File: config.mk
export PLATFORM = sky130hd
export DESIGN_NAME = seg7_scan_decoder
export DESIGN_NICKNAME = d
export VERILOG_FILES = /design/src/rtl/seg7_pkg.sv /design/src/rtl/seg7_pattern_decode.sv /design/src/rtl/seg7_scan_decoder.sv
export SDC_FILE = /design/constraint.sdc
export NUM_CORES = 1
export LEC_CHECK = 0
export ABC_AREA = 1
export CAP_MARGIN = 5
export CORE_AREA = 3 3 91 93
export CTS_CLUSTER_SIZE = 10
export DETAILED_ROUTE_END_ITERATION = 16
export DIE_AREA = 0 0 94 96
export SLEW_MARGIN = 25
export SYNTH_ARGS = -nofsm -noshare
export SYNTH_HDL_FRONTEND = slang
export SYNTH_SLANG_ARGS = --single-unit
File: constraint.sdc
create_clock -name clk -period 9.3 [get_ports clk]
set_input_delay 2.325 -clock clk [delete_from_list [all_inputs] [get_ports clk]]
set_output_delay 2.325 -clock clk [all_outputs]
set_load 0.02 [all_outputs]
File: src/rtl/seg7_pkg.sv
// Shared 7-segment definitions: segment bit positions, hex glyph table,
// and the scan receiver state type.
package seg7_pkg;

    localparam int DEFAULT_DIGITS = 4;

    localparam int SEG_A = 0;
    localparam int SEG_B = 1;
    localparam int SEG_C = 2;
    localparam int SEG_D = 3;
    localparam int SEG_E = 4;
    localparam int SEG_F = 5;
    localparam int SEG_G = 6;

    localparam logic [6:0] SEG_0 = 7'h3F;
    localparam logic [6:0] SEG_1 = 7'h06;
    localparam logic [6:0] SEG_2 = 7'h5B;
    localparam logic [6:0] SEG_3 = 7'h4F;
    localparam logic [6:0] SEG_4 = 7'h66;
    localparam logic [6:0] SEG_5 = 7'h6D;
    localparam logic [6:0] SEG_6 = 7'h7D;
    localparam logic [6:0] SEG_7 = 7'h07;
    localparam logic [6:0] SEG_8 = 7'h7F;
    localparam logic [6:0] SEG_9 = 7'h6F;
    localparam logic [6:0] SEG_A_HEX = 7'h77;
    localparam logic [6:0] SEG_B_HEX = 7'h7C;
    localparam logic [6:0] SEG_C_HEX = 7'h39;
    localparam logic [6:0] SEG_D_HEX = 7'h5E;
    localparam logic [6:0] SEG_E_HEX = 7'h79;
    localparam logic [6:0] SEG_F_HEX = 7'h71;

    typedef enum logic [1:0] {
        ST_IDLE,
        ST_SETTLE,
        ST_HELD
    } scan_st_e;

endpackage

File: src/rtl/seg7_pattern_decode.sv
// Combinational inverse of the hex-to-7-segment encoder table.
// hit is low for any pattern that is not one of the 16 glyphs.
module seg7_pattern_decode
    import seg7_pkg::*;
(
    input  logic [6:0] seg,
    output logic       hit,
    output logic [3:0] nibble
);

    always_comb begin
        hit    = 1'b1;
        nibble = 4'h0;
        unique case (seg)
            SEG_0:     nibble = 4'h0;
            SEG_1:     nibble = 4'h1;
            SEG_2:     nibble = 4'h2;
            SEG_3:     nibble = 4'h3;
            SEG_4:     nibble = 4'h4;
            SEG_5:     nibble = 4'h5;
            SEG_6:     nibble = 4'h6;
            SEG_7:     nibble = 4'h7;
            SEG_8:     nibble = 4'h8;
            SEG_9:     nibble = 4'h9;
            SEG_A_HEX: nibble = 4'hA;
            SEG_B_HEX: nibble = 4'hB;
            SEG_C_HEX: nibble = 4'hC;
            SEG_D_HEX: nibble = 4'hD;
            SEG_E_HEX: nibble = 4'hE;
            SEG_F_HEX: nibble = 4'hF;
            default:   hit    = 1'b0;
        endcase
    end

endmodule

File: src/rtl/seg7_scan_decoder.sv
// Monitors a multiplexed 7-segment bus and rebuilds the displayed
// hex value once every digit has been captured in a scan frame.
module seg7_scan_decoder
    import seg7_pkg::*;
#(
    parameter int NUM_DIGITS    = DEFAULT_DIGITS,
    parameter int STABLE_CYCLES = 8
) (
    input  logic                    clk,
    input  logic                    rst_n,
    input  logic [6:0]              seg,
    input  logic [NUM_DIGITS-1:0]   an,
    output logic [4*NUM_DIGITS-1:0] value,
    output logic [NUM_DIGITS-1:0]   digit_err,
    output logic                    frame_valid,
    output logic                    scan_err
);

    localparam int CW = $clog2(STABLE_CYCLES + 1);
    localparam int VW = 4 * NUM_DIGITS;
    localparam logic [CW-1:0] CMAX = CW'(STABLE_CYCLES);

    logic [6:0]            s_seg, p_seg;
    logic [NUM_DIGITS-1:0] s_an, p_an;
    logic [CW-1:0]         cnt, cnt_nxt;
    scan_st_e              state, state_nxt;
    logic [NUM_DIGITS-1:0] seen, seen_nxt;
    logic [NUM_DIGITS-1:0] err_sh, err_nxt;
    logic [VW-1:0]         shadow, shadow_nxt;
    logic                  onehot, chg, cap, done;
    logic                  hit;
    logic [3:0]            nib;

    seg7_pattern_decode u_dec (
        .seg    (s_seg),
        .hit    (hit),
        .nibble (nib)
    );

    assign onehot = $onehot(s_an);
    assign chg    = (s_an != p_an) || (s_seg != p_seg);

    always_comb begin
        if (chg || !onehot)
            cnt_nxt = CW'(1);
        else if (cnt == CMAX)
            cnt_nxt = cnt;
        else
            cnt_nxt = cnt + CW'(1);
    end

    always_comb begin
        state_nxt = state;
        cap       = 1'b0;
        if (!onehot) begin
            state_nxt = ST_IDLE;
        end else begin
            unique case (state)
                ST_IDLE:   state_nxt = ST_SETTLE;
                ST_SETTLE: begin
                    if (!chg && cnt_nxt == CMAX) begin
                        cap       = 1'b1;
                        state_nxt = ST_HELD;
                    end
                end
                ST_HELD:   if (chg) state_nxt = ST_SETTLE;
                default:   state_nxt = ST_IDLE;
            endcase
        end
    end

    // s_an is one-hot whenever cap is high, so exactly one slot updates
    always_comb begin
        shadow_nxt = shadow;
        err_nxt    = err_sh;
        seen_nxt   = seen;
        if (cap) begin
            for (int i = 0; i < NUM_DIGITS; i++) begin
                if (s_an[i]) begin
                    shadow_nxt[4*i +: 4] = hit ? nib : 4'h0;
                    err_nxt[i]           = ~hit;
                    seen_nxt[i]          = 1'b1;
                end
            end
        end
        done = cap && (&seen_nxt);
    end

    always_ff @(posedge clk or negedge rst_n) begin
        if (!rst_n) begin
            s_seg       <= '0;
            s_an        <= '0;
            p_seg       <= '0;
            p_an        <= '0;
            cnt         <= '0;
            state       <= ST_IDLE;
            shadow      <= '0;
            err_sh      <= '0;
            seen        <= '0;
            value       <= '0;
            digit_err   <= '0;
            frame_valid <= 1'b0;
            scan_err    <= 1'b0;
        end else begin
            s_seg       <= seg;
            s_an        <= an;
            p_seg       <= s_seg;
            p_an        <= s_an;
            cnt         <= cnt_nxt;
            state       <= state_nxt;
            shadow      <= shadow_nxt;
            err_sh      <= err_nxt;
            seen        <= done ? '0 : seen_nxt;
            frame_valid <= done;
            if (done) begin
                value     <= shadow_nxt;
                digit_err <= err_nxt;
            end
            if ((|s_an) && !onehot)
                scan_err <= 1'b1;
        end
    end

endmodule

==> results_dict.tcl, run 1 <==
set metrics [dict create \
    fmax_mhz 256.7 \
    outcome "finished clean" \
    fin_crit_sh_pct 41.89 \
    crit_fanout 22 \
    power_density_nw_per_um2 160.7 \
    antenna_found_initial 0 \
    grt_use_total_pct 16.71 \
    post_drt_wl_per_cell_um 12.44 \
    worst_setup_path_start_kind "flop" \
    antenna_left 0 \
    peakVddDrop_uv 104.7 \
    rsz0062_at_grt "no" \
    finalSetupViolCount 0 \
    critPathCaptureType "flop" \
    grt-ovfl-total 0 \
    boundaryPins 35 \
    cts-buffers-inserted 9 \
    syn_avg_cell_area_um2 8.775 \
    n_antenna_cell 0 \
    ys_warn_count 0 \
    synth_edf_count 0 \
    remaining_drc_errors 0 \
    place_hpwl_mm 4.678 \
    max_slew_margin_pct 37.70 \
    intPower_uw 496.4 \
    mostFrequentLayoutCell "nand2_1" \
    gp_congestion 0.8605 \
    cts_hold_buf 0 \
    power.share.clock_pct 42.8 \
    final-hold-violation-count 0 \
    drv_cap 0 \
    nets 445 \
    p_seq_share_pct 51.7 \
    grt_pass1_wl_mm 11.61 \
    firstDrtPassIters 4 \
    critPathRequiredTime_ns 9.54 \
    async_flop_share_pct 100.0 \
    cts_resized 0 \
    io_buffers 34 \
    routed_wl_mm 6.616 \
    worst_pin_slew_ns 0.9346 \
    fin_area_um2 4014 \
    viasPerCell 4.684 \
    cts-htree-levels 3 \
    start_util_pct 44.64 \
    area_growth_pct 18.20 \
    root_buffer "clkbuf_8" \
    drv_slew 0 \
    dieWidth_um 94 \
    hp-class "flop to flop" \
    rows 32 \
    clk_pin_slew_ns 0.08 \
    cts.sinks 74 \
    drive_gt1_share_pct 9.767 \
    crit_type "flop to flop" \
    cts_setup_buffers 0 \
    ys.flop_type "dfrtp_1" \
    tritoncts "done" \
    dieHeight_um 96 \
    p_comb_share_pct 5.5 \
    cp.arrival_ns 4.14 \
    seq_area_frac_synth_pct 54.53 \
    finClkSkew_ns 0.01010 \
    yosysUniqueCellTypes 35 \
    fin_setup_tns_ns 0 \
    switchingPower_uw 148.7 \
    die-area_um2 9024 \
    reg2reg_depth 15 \
    p_leak_uw 0.002233 \
    cts_max_path_buffers 2 \
    yosys_register_bits 74 \
    post_dp_cell_area_um2 3797 \
    fin_crit_ns 3.895 \
    drtIter0Drc 100 \
    synth_area_um2 3396 \
    clk_latency_ns 0.35 \
    via_count 2492 \
    synth_nets 406 \
    postSynthCellCount 387 \
    grt_max_degree 75 \
    grt_pass1_vias 2435 \
    swShare_pct 23.05 \
    core_area_um2 7607 \
    final_cell_mix "135 x nand2_1, 74 x dfrtp_1, 52 x inv_1, 34 x nor2_1, 33 x clkdlybuf4s50_1" \
    worst_hold_path.num_cells 0 \
]
==> path summary, 6_finish.rpt <==
| kind | from | endpoint | slack, ns |
|---|---|---|---|
| worst max-delay path | s_an[0]$_DFF_PN0_ | seen[2]$_DFF_PN0_ | 5.40 |
| worst max register to register | s_an[0]$_DFF_PN0_ | seen[2]$_DFF_PN0_ | 5.40 |
| min in group asynchronous | rst_n | seen[2]$_DFF_PN0_ | 2.15 |
| max in group asynchronous | rst_n | shadow[15]$_DFF_PN0_ | 6.49 |
| worst min-delay path | s_an[1]$_DFF_PN0_ | p_an[1]$_DFF_PN0_ | 0.45 |
| worst min register to register | s_an[1]$_DFF_PN0_ | p_an[1]$_DFF_PN0_ | 0.45 |
==> registers in the layout, summed over array words and instances, names as in the netlist <==
name,flops
digit_err,4
frame_valid,1
scan_err,1
p_an,4
s_seg,7
seen,4
value,16
state,2
cnt,4
err_sh,4
shadow,16
p_seg,7
s_an,4
==> worst max-delay path, stage by stage (launching register included) <==
cell and delay (ns):
dfrtp_1 0.40, inv_1 0.10, fa_1 0.54, inv_1 0.04
ha_1 0.17, ha_1 0.27, nor2_1 0.10, nand2_1 0.11
inv_1 0.13, nand4_4 0.15, nor2_4 0.18, nand4_2 0.25
nand2_2 0.45, nand4_2 0.56, inv_1 0.28, nor2_1 0.06
==> synthesized netlist by cell type, types with 2 or more instances <==
master / n / area, µm²
ha_1: 5 / 62.56
xor2_1: 3 / 26.28
xnor2_1: 2 / 17.52
nor2_2: 2 / 12.51
nand2_4: 3 / 33.78
o21ai_0: 5 / 25.02
nand4_1: 8 / 50.05
nor2_1: 34 / 127.6
nand3_1: 29 / 145.1
inv_2: 5 / 18.77
inv_1: 52 / 195.2
nand4_2: 4 / 50.05
buf_6: 5 / 56.30
nor2_4: 2 / 22.52
nand2_1: 135 / 506.7
dfrtp_1: 74 / 1852
==> stage by stage <==
step           instances  power (µW)  utilization (%)  hold WS [ns]  setup WS (ns)
2_1_floorplan        387       359.2                -        0.3745          6.390
3_3_place_gp         517       375.7            49.92        0.4182          5.523
3_5_place_dp         517       376.4            49.92        0.4367          5.408
4_1_cts              532       653.1            52.76        0.4542          5.392
5_1_grt              532       673.0            52.76        0.4731          4.963
6_report             532       645.2            52.76        0.4473          5.405
==> cell families after synthesis <==
logic type / count (synthesis) / share of synthesized area, %
adder cells (fa/ha/maj): 6 / 2.432
flip-flops: 74 / 54.53
AO/OA/AOI/OAI: 10 / 1.805
buffers and inverters: 64 / 8.327
AND/OR/NAND/NOR: 227 / 31.14
XOR/XNOR: 6 / 1.769
==> area by class of cell <==
type | instances | area, µm²
Tap cell | 102 | 127.6
Sequential cell | 74 | 1852
Fill cell | 742 | 3593
Inverter | 57 | 214.0
Timing Repair Buffer | 35 | 342.8
Clock inverter | 5 | 78.83
Multi-Input combinational cell | 249 | 1261
Clock buffer | 10 | 137.6
==> power groups by stage <==
| stage | combinational [µW] | clock, µW | sequential (µW) |
|---|---|---|---|
| 3_3_place_gp | 36.1 | 0 | 340 |
| 2_1_floorplan | 21.1 | 0 | 338 |
| 3_5_place_dp | 36.6 | 0 | 340 |
| 4_1_cts | 36.6 | 283 | 333 |
| 6_report | 35.6 | 276 | 333 |
| 5_1_grt | 41.8 | 297 | 334 |
==> per-layer routing <==
metal | global-route usage [%] | part of all wire (%)
met1 | 23.28 | 50
met2 | 25.31 | 46
met3 | 3.753 | 3.1
met4 | 6.859 | 1.0
met5 | 0 | 0
Power figures use the tool's default switching activity.
==> inputs of run 2 (changes only) <==
--- a/config.mk
+++ b/config.mk
@@ -11,6 +11,7 @@
 export CTS_CLUSTER_SIZE = 10
 export DETAILED_ROUTE_END_ITERATION = 16
 export DIE_AREA = 0 0 94 96
+export PLACE_DENSITY = 0.67
 export SLEW_MARGIN = 25
 export SYNTH_ARGS = -nofsm -noshare
 export SYNTH_HDL_FRONTEND = slang
==> constraint.sdc (replaced) <==
create_clock -name clk -period 3.5 [get_ports clk]
set_input_delay 0.875 -clock clk [delete_from_list [all_inputs] [get_ports clk]]
set_output_delay 0.875 -clock clk [all_outputs]
set_load 0.02 [all_outputs]
==> run 2 against run 1 <==
  * Global-route usage up 0.58 points
  * Design area up 0.84%
  * Worst setup slack worse by 5.2 ns
  * Register-to-register slack worse by 5.2 ns
  * Critical path depth up 1
  * Maximum frequency up 20%
  * Flip-flop and latch count unchanged
  * Critical endpoint is now value[2]$_DFFE_PN0P_
  * Largest power group unchanged
  * Highest routed layer unchanged
==> results_dict.tcl, run 2 (synthesis results as in run 1) <==
set metrics [dict create \
    dieWidth_um 94 \
    r2r-end "value[2]$_DFFE_PN0P_" \
    post_dp_cell_area_um2 3830 \
    max_stage_delay_ns 0.55 \
    cts_hold_buf 0 \
    root_buffer "clkbuf_8" \
    final_cell_mix "135 x nand2_1, 74 x dfrtp_1, 52 x inv_1, 34 x nor2_1, 33 x clkdlybuf4s50_1" \
    mostFrequentLayoutCell "nand2_1" \
    power_density_nw_per_um2 422.5 \
    area_growth_pct 19.20 \
    finalSetupViolCount 0 \
    dp_cells 521 \
    final-hold-violation-count 0 \
    antenna_found_initial 0 \
    fin_area_um2 4048 \
    tritoncts "done" \
    critPathCaptureType "flop" \
    crit_fanout 20 \
    nets 449 \
    drtIter0Drc 176 \
    crit_top_cell "inv_1" \
    top_regs "shadow x16, value x16" \
    critPathRequiredTime_ns 3.78 \
    max_slew_margin_pct 38.65 \
    r2r-start "s_an[0]$_DFF_PN0_" \
    cts.sinks 74 \
    via_count 2511 \
    fmax_mhz 307.0 \
    drv_slew 0 \
    cts-buffers-inserted 9 \
    rows 32 \
    power_uw 1710 \
    die-area_um2 9024 \
    fin_crit_sh_pct 93.06 \
    fin_setup_tns_ns 0 \
    routed_wl_mm 6.939 \
    drv_cap 0 \
    hp-class "flop to flop" \
    gp_congestion 0.8727 \
    fillers 720 \
    clk_latency_ns 0.34 \
    boundaryPins 35 \
    grt-ovfl-total 0 \
    cp_cell_sequence "inv_1 > fa_1 > inv_1 > ha_1 > ha_1 > nor2_1 > nand2_1 > inv_1 > nand4_4 > nor2_4 > nand3_1 > a21oi_2 > inv_2 > nor2_8 > nand3_1 > nand2_1" \
    cts_max_path_buffers 2 \
    reg2reg_depth 16 \
    fin_crit_ns 3.257 \
    worst_pin_slew_ns 0.9203 \
    n_antenna_cell 0 \
    p_leak_uw 0.002245 \
    io_buffers 34 \
    finClkSkew_ns 0.008231 \
    grt_use_total_pct 17.29 \
    place_hpwl_mm 4.765 \
    rsz0062_at_grt "no" \
    cts_setup_buffers 0 \
    fin_cells 536 \
    post_drt_wl_per_cell_um 12.95 \
    worst_setup_path_start_kind "flop" \
    cts-htree-levels 3 \
    crit_type "flop to flop" \
    min_from "s_seg[1]$_DFF_PN0_" \
    dieHeight_um 96 \
    crit_end "value[2]$_DFFE_PN0P_" \
    start_util_pct 44.64 \
    cp.arrival_ns 3.54 \
    grt_max_degree 75 \
    drive_gt1_share_pct 10.37 \
    core_area_um2 7607 \
    antenna_left 0 \
    cts_resized 0 \
    peakVddDrop_uv 221.8 \
    clk_pin_slew_ns 0.08 \
    outcome "finished clean" \
    postLayoutCoreUtil_pct 53.21 \
    grt_pass1_vias 2531 \
    remaining_drc_errors 0 \
    grt_pass1_wl_mm 11.87 \
    slowest_stage "fa_1" \
    firstDrtPassIters 4 \
    startpoint "s_an[0]$_DFF_PN0_" \
    viasPerCell 4.685 \
    rrSetupSlack_ns 0.24 \
]
-- run 2: cell types whose count changed in the layout (fill, tap and decap cells not counted), sizes merged --
cell      delta
clkbuf       +1
clkinvlp     +1
clkinv       -2
buf          +4
-- run 2: critical path: cells and delay by family (launching register included) --
| family | cells | cell delay (ns) |
|---|---|---|
| AO/OA/AOI/OAI | 1 | 0.20 |
| adder cells (fa/ha/maj) | 3 | 1.01 |
| AND/OR/NAND/NOR | 8 | 1.17 |
| buffers and inverters | 4 | 0.40 |
| flip-flops | 1 | 0.43 |
-- run 2: metrics by stage --
stage | hold slack, ns | setup slack [ns]
global route | 0.4733 | 0.002897
global placement | 0.4193 | 0.3174
finish | 0.4556 | 0.2429
CTS | 0.4537 | 0.1993
floorplan | 0.3745 | 0.5899
detailed placement | 0.4355 | 0.2576
-- run 2: report_power, final --
group,switching (µW),leakage [µW],internal (µW)
combinational,63.7,0.00117,32.9
clock,308,0.000106,419
sequential,16.8,0.000972,871
-- run 2: area by class of cell --
type | count | area, µm² | share of cell area (%)
clock buffers | 11 | 141.4 | 3.493
clock inverters | 4 | 76.32 | 1.886
inverters | 57 | 214.0 | 5.286
multi-input cells | 249 | 1261 | 31.16
flip-flops and latches | 74 | 1852 | 45.75
well taps | 102 | 127.6 | 3.153
repair buffers | 39 | 375.4 | 9.274
-- run 2: worst min-delay path by stage --
stage	to	slack (ns)	depth (start not counted)
final	p_seg[1]$_DFF_PN0_	0.46	0
after global routing	p_an[3]$_DFF_PN0_	0.47	0
after CTS	p_an[3]$_DFF_PN0_	0.45	0
after detailed placement	p_an[3]$_DFF_PN0_	0.44	0
after global placement	p_an[3]$_DFF_PN0_	0.42	0
after floorplan	p_seg[2]$_DFF_PN0_	0.37	0
-- run 2: metal layers --
layer  wire (µm)  GRT usage, %
met5           0             0
met4         152         9.025
met3         295         3.909
met2        3270         27.91
met1        3220         21.81
==> inputs of run 3 (changes only) <==
--- a/config.mk
+++ b/config.mk
@@ -11,7 +11,8 @@
 export CTS_CLUSTER_SIZE = 10
 export DETAILED_ROUTE_END_ITERATION = 16
 export DIE_AREA = 0 0 94 96
-export PLACE_DENSITY = 0.67
+export PLACE_DENSITY = 0.71
+export RECOVER_POWER = 25
 export SLEW_MARGIN = 25
 export SYNTH_ARGS = -nofsm -noshare
 export SYNTH_HDL_FRONTEND = slang
==> run 3 against run 2 <==
  * The run now ends with max-capacitance violations, max-slew violations left
  * Clock power up 1%
  * Sequential share of layout area shrank 0.41 points
  * Combinational power down 2.7%
  * Register-to-register slack about the same
  * Non-clock buffer count did not move
  * Power increased by 0.30%
  * Clock skew down 0.0027 ns
  * Design area grew 0.90%
  * Clock-buffer cell count fell by 2
  * Core utilization up 0.48 points
  * Critical path depth did not move
  * Critical endpoint unchanged
==> results_dict.tcl, run 3 (synthesis results as in run 1) <==
set metrics [dict create \
    grt_use_total_pct 16.79 \
    p_leak_uw 0.002249 \
    clk_latency_ns 0.35 \
    final-hold-violation-count 0 \
    dieWidth_um 94 \
    fin_crit_ns 3.246 \
    crit_family "simple AND/OR/NAND/NOR gates" \
    swShare_pct 23.67 \
    grt_pass1_wl_mm 11.57 \
    slowest_stage "fa_1" \
    peakVddDrop_uv 223.7 \
    p_comb_share_pct 5.5 \
    boundaryPins 35 \
    top_regs "shadow x16, value x16" \
    drive_gt1_share_pct 10.78 \
    antenna_found_initial 0 \
    grt_max_degree 44 \
    drtIter0Drc 144 \
    power.share.clock_pct 42.8 \
    grt-ovfl-total 0 \
    die-area_um2 9024 \
    cp.arrival_ns 3.49 \
    worst_setup_path_start_kind "flop" \
    outcome "finished, violations left" \
    max_stage_delay_ns 0.50 \
    mostFrequentLayoutCell "nand2_1" \
    clk_pin_slew_ns 0.08 \
    drv_cap 1 \
    cts_setup_buffers 0 \
    viasPerCell 4.625 \
    worst_pin_slew_ns 1.767 \
    switchingPower_uw 405.9 \
    area_growth_pct 20.27 \
    cp_cell_sequence "inv_1 > fa_1 > inv_1 > ha_1 > ha_1 > nor2_1 > nand2_1 > inv_1 > nand4_4 > nor2_4 > nand4_2 > nand2_2 > nand4_2 > buf_4 > nand2_1 > nand2_1" \
    final_cell_mix "135 x nand2_1, 74 x dfrtp_1, 52 x inv_1, 34 x nor2_1, 29 x nand3_1" \
    io_buffers 34 \
    root_buffer "clkbuf_8" \
    n_antenna_cell 0 \
    nets 450 \
    finClkSkew_ns 0.005497 \
    hp-class "flop to flop" \
    grt_pass1_vias 2463 \
    cts-htree-levels 3 \
    drv_slew 32 \
    fin_crit_sh_pct 92.75 \
    core_area_um2 7607 \
    critPathCaptureType "flop" \
    p_seq_share_pct 51.7 \
    cts.sinks 74 \
    routed_wl_mm 6.676 \
    remaining_drc_errors 0 \
    violations "max-capacitance violations, max-slew violations" \
    max_slew_margin_pct -17.78 \
    antenna_left 0 \
    place_hpwl_mm 4.786 \
    power_density_nw_per_um2 420.0 \
    fmax_mhz 308.0 \
    dieHeight_um 96 \
    post_drt_wl_per_cell_um 12.41 \
    crit_fanout 10 \
    critPathRequiredTime_ns 3.74 \
    via_count 2488 \
    dp_slack_ns 0.1821 \
    worst-path-buf-inv 4 \
    rows 32 \
    gp_congestion 0.9059 \
    fin_setup_tns_ns 0 \
    fillers 702 \
    cts_max_path_buffers 2 \
    intPower_uw 1309 \
    tritoncts "done" \
    crit_type "flop to flop" \
    rsz0062_at_grt "no" \
    firstDrtPassIters 4 \
    finalWorstSetupSlack_ns 0.2536 \
    finalSetupViolCount 0 \
    cts-buffers-inserted 9 \
    start_util_pct 44.64 \
]
-- run 3: final timing paths --
kind | slack, ns | start | to | cells after the start
worst min register to register | 0.45 | s_seg[3]$_DFF_PN0_ | p_seg[3]$_DFF_PN0_ | 0
min in group asynchronous | 0.99 | rst_n | value[1]$_DFFE_PN0P_ | 1
worst max register to register | 0.25 | s_an[3]$_DFF_PN0_ | value[2]$_DFFE_PN0P_ | 16
worst max-delay path | 0.25 | s_an[3]$_DFF_PN0_ | value[2]$_DFFE_PN0P_ | 16
worst min-delay path | 0.45 | s_seg[3]$_DFF_PN0_ | p_seg[3]$_DFF_PN0_ | 0
max in group asynchronous | 1.50 | rst_n | p_seg[4]$_DFF_PN0_ | 1
-- run 3: metal layers --
metal  wire length (µm)  track usage (%)
met1               3129            21.85
met2               3151            26.55
met3                300            5.238
met4                 95            6.017
met5                  0                0
-- run 3: area by class of cell --
class,count,area (µm²),area share (%)
clock buffers,9,123.9,3.033
clock inverters,7,101.3,2.482
inverters,57,214.0,5.239
multi-input cells,250,1281,31.37
flip-flops and latches,74,1852,45.34
well taps,102,127.6,3.125
repair buffers,39,384.1,9.406
-- run 3: timing repair --
| item | in CTS | in global routing |
|---|---|---|
| endpoints found under the hold margin | 0 | 0 |
| endpoints found under the setup margin | 0 | 20 |
| resized for setup | 0 | 1 |
| hold buffers | 0 | 0 |
-- run 3: metrics by stage --
| step | utilization (%) | std cells | power [µW] | hold WS [ns] | instance area, µm² |
|---|---|---|---|---|---|
| 6_report | 53.68 | 538 | 1715 | 0.4498 | 4084 |
| 5_1_grt | 53.68 | 538 | 1795 | 0.4663 | 4084 |
| 4_1_cts | 53.44 | 537 | 1737 | 0.4496 | 4065 |
| 3_5_place_dp | 50.48 | 521 | 1001 | 0.4312 | 3840 |
| 3_3_place_gp | 50.48 | 521 | 998.4 | 0.4208 | 3840 |
| 2_1_floorplan | - | 387 | 954.3 | 0.3745 | 3396 |
-- run 3: power groups by stage --
stage / logic, µW / clock network, µW / registers [µW]
final: 94.0 / 735 / 887
after global routing: 108 / 797 / 890
after CTS: 98.1 / 753 / 886
after detailed placement: 97.7 / 0 / 903
after global placement: 96.1 / 0 / 902
after floorplan: 56.0 / 0 / 898
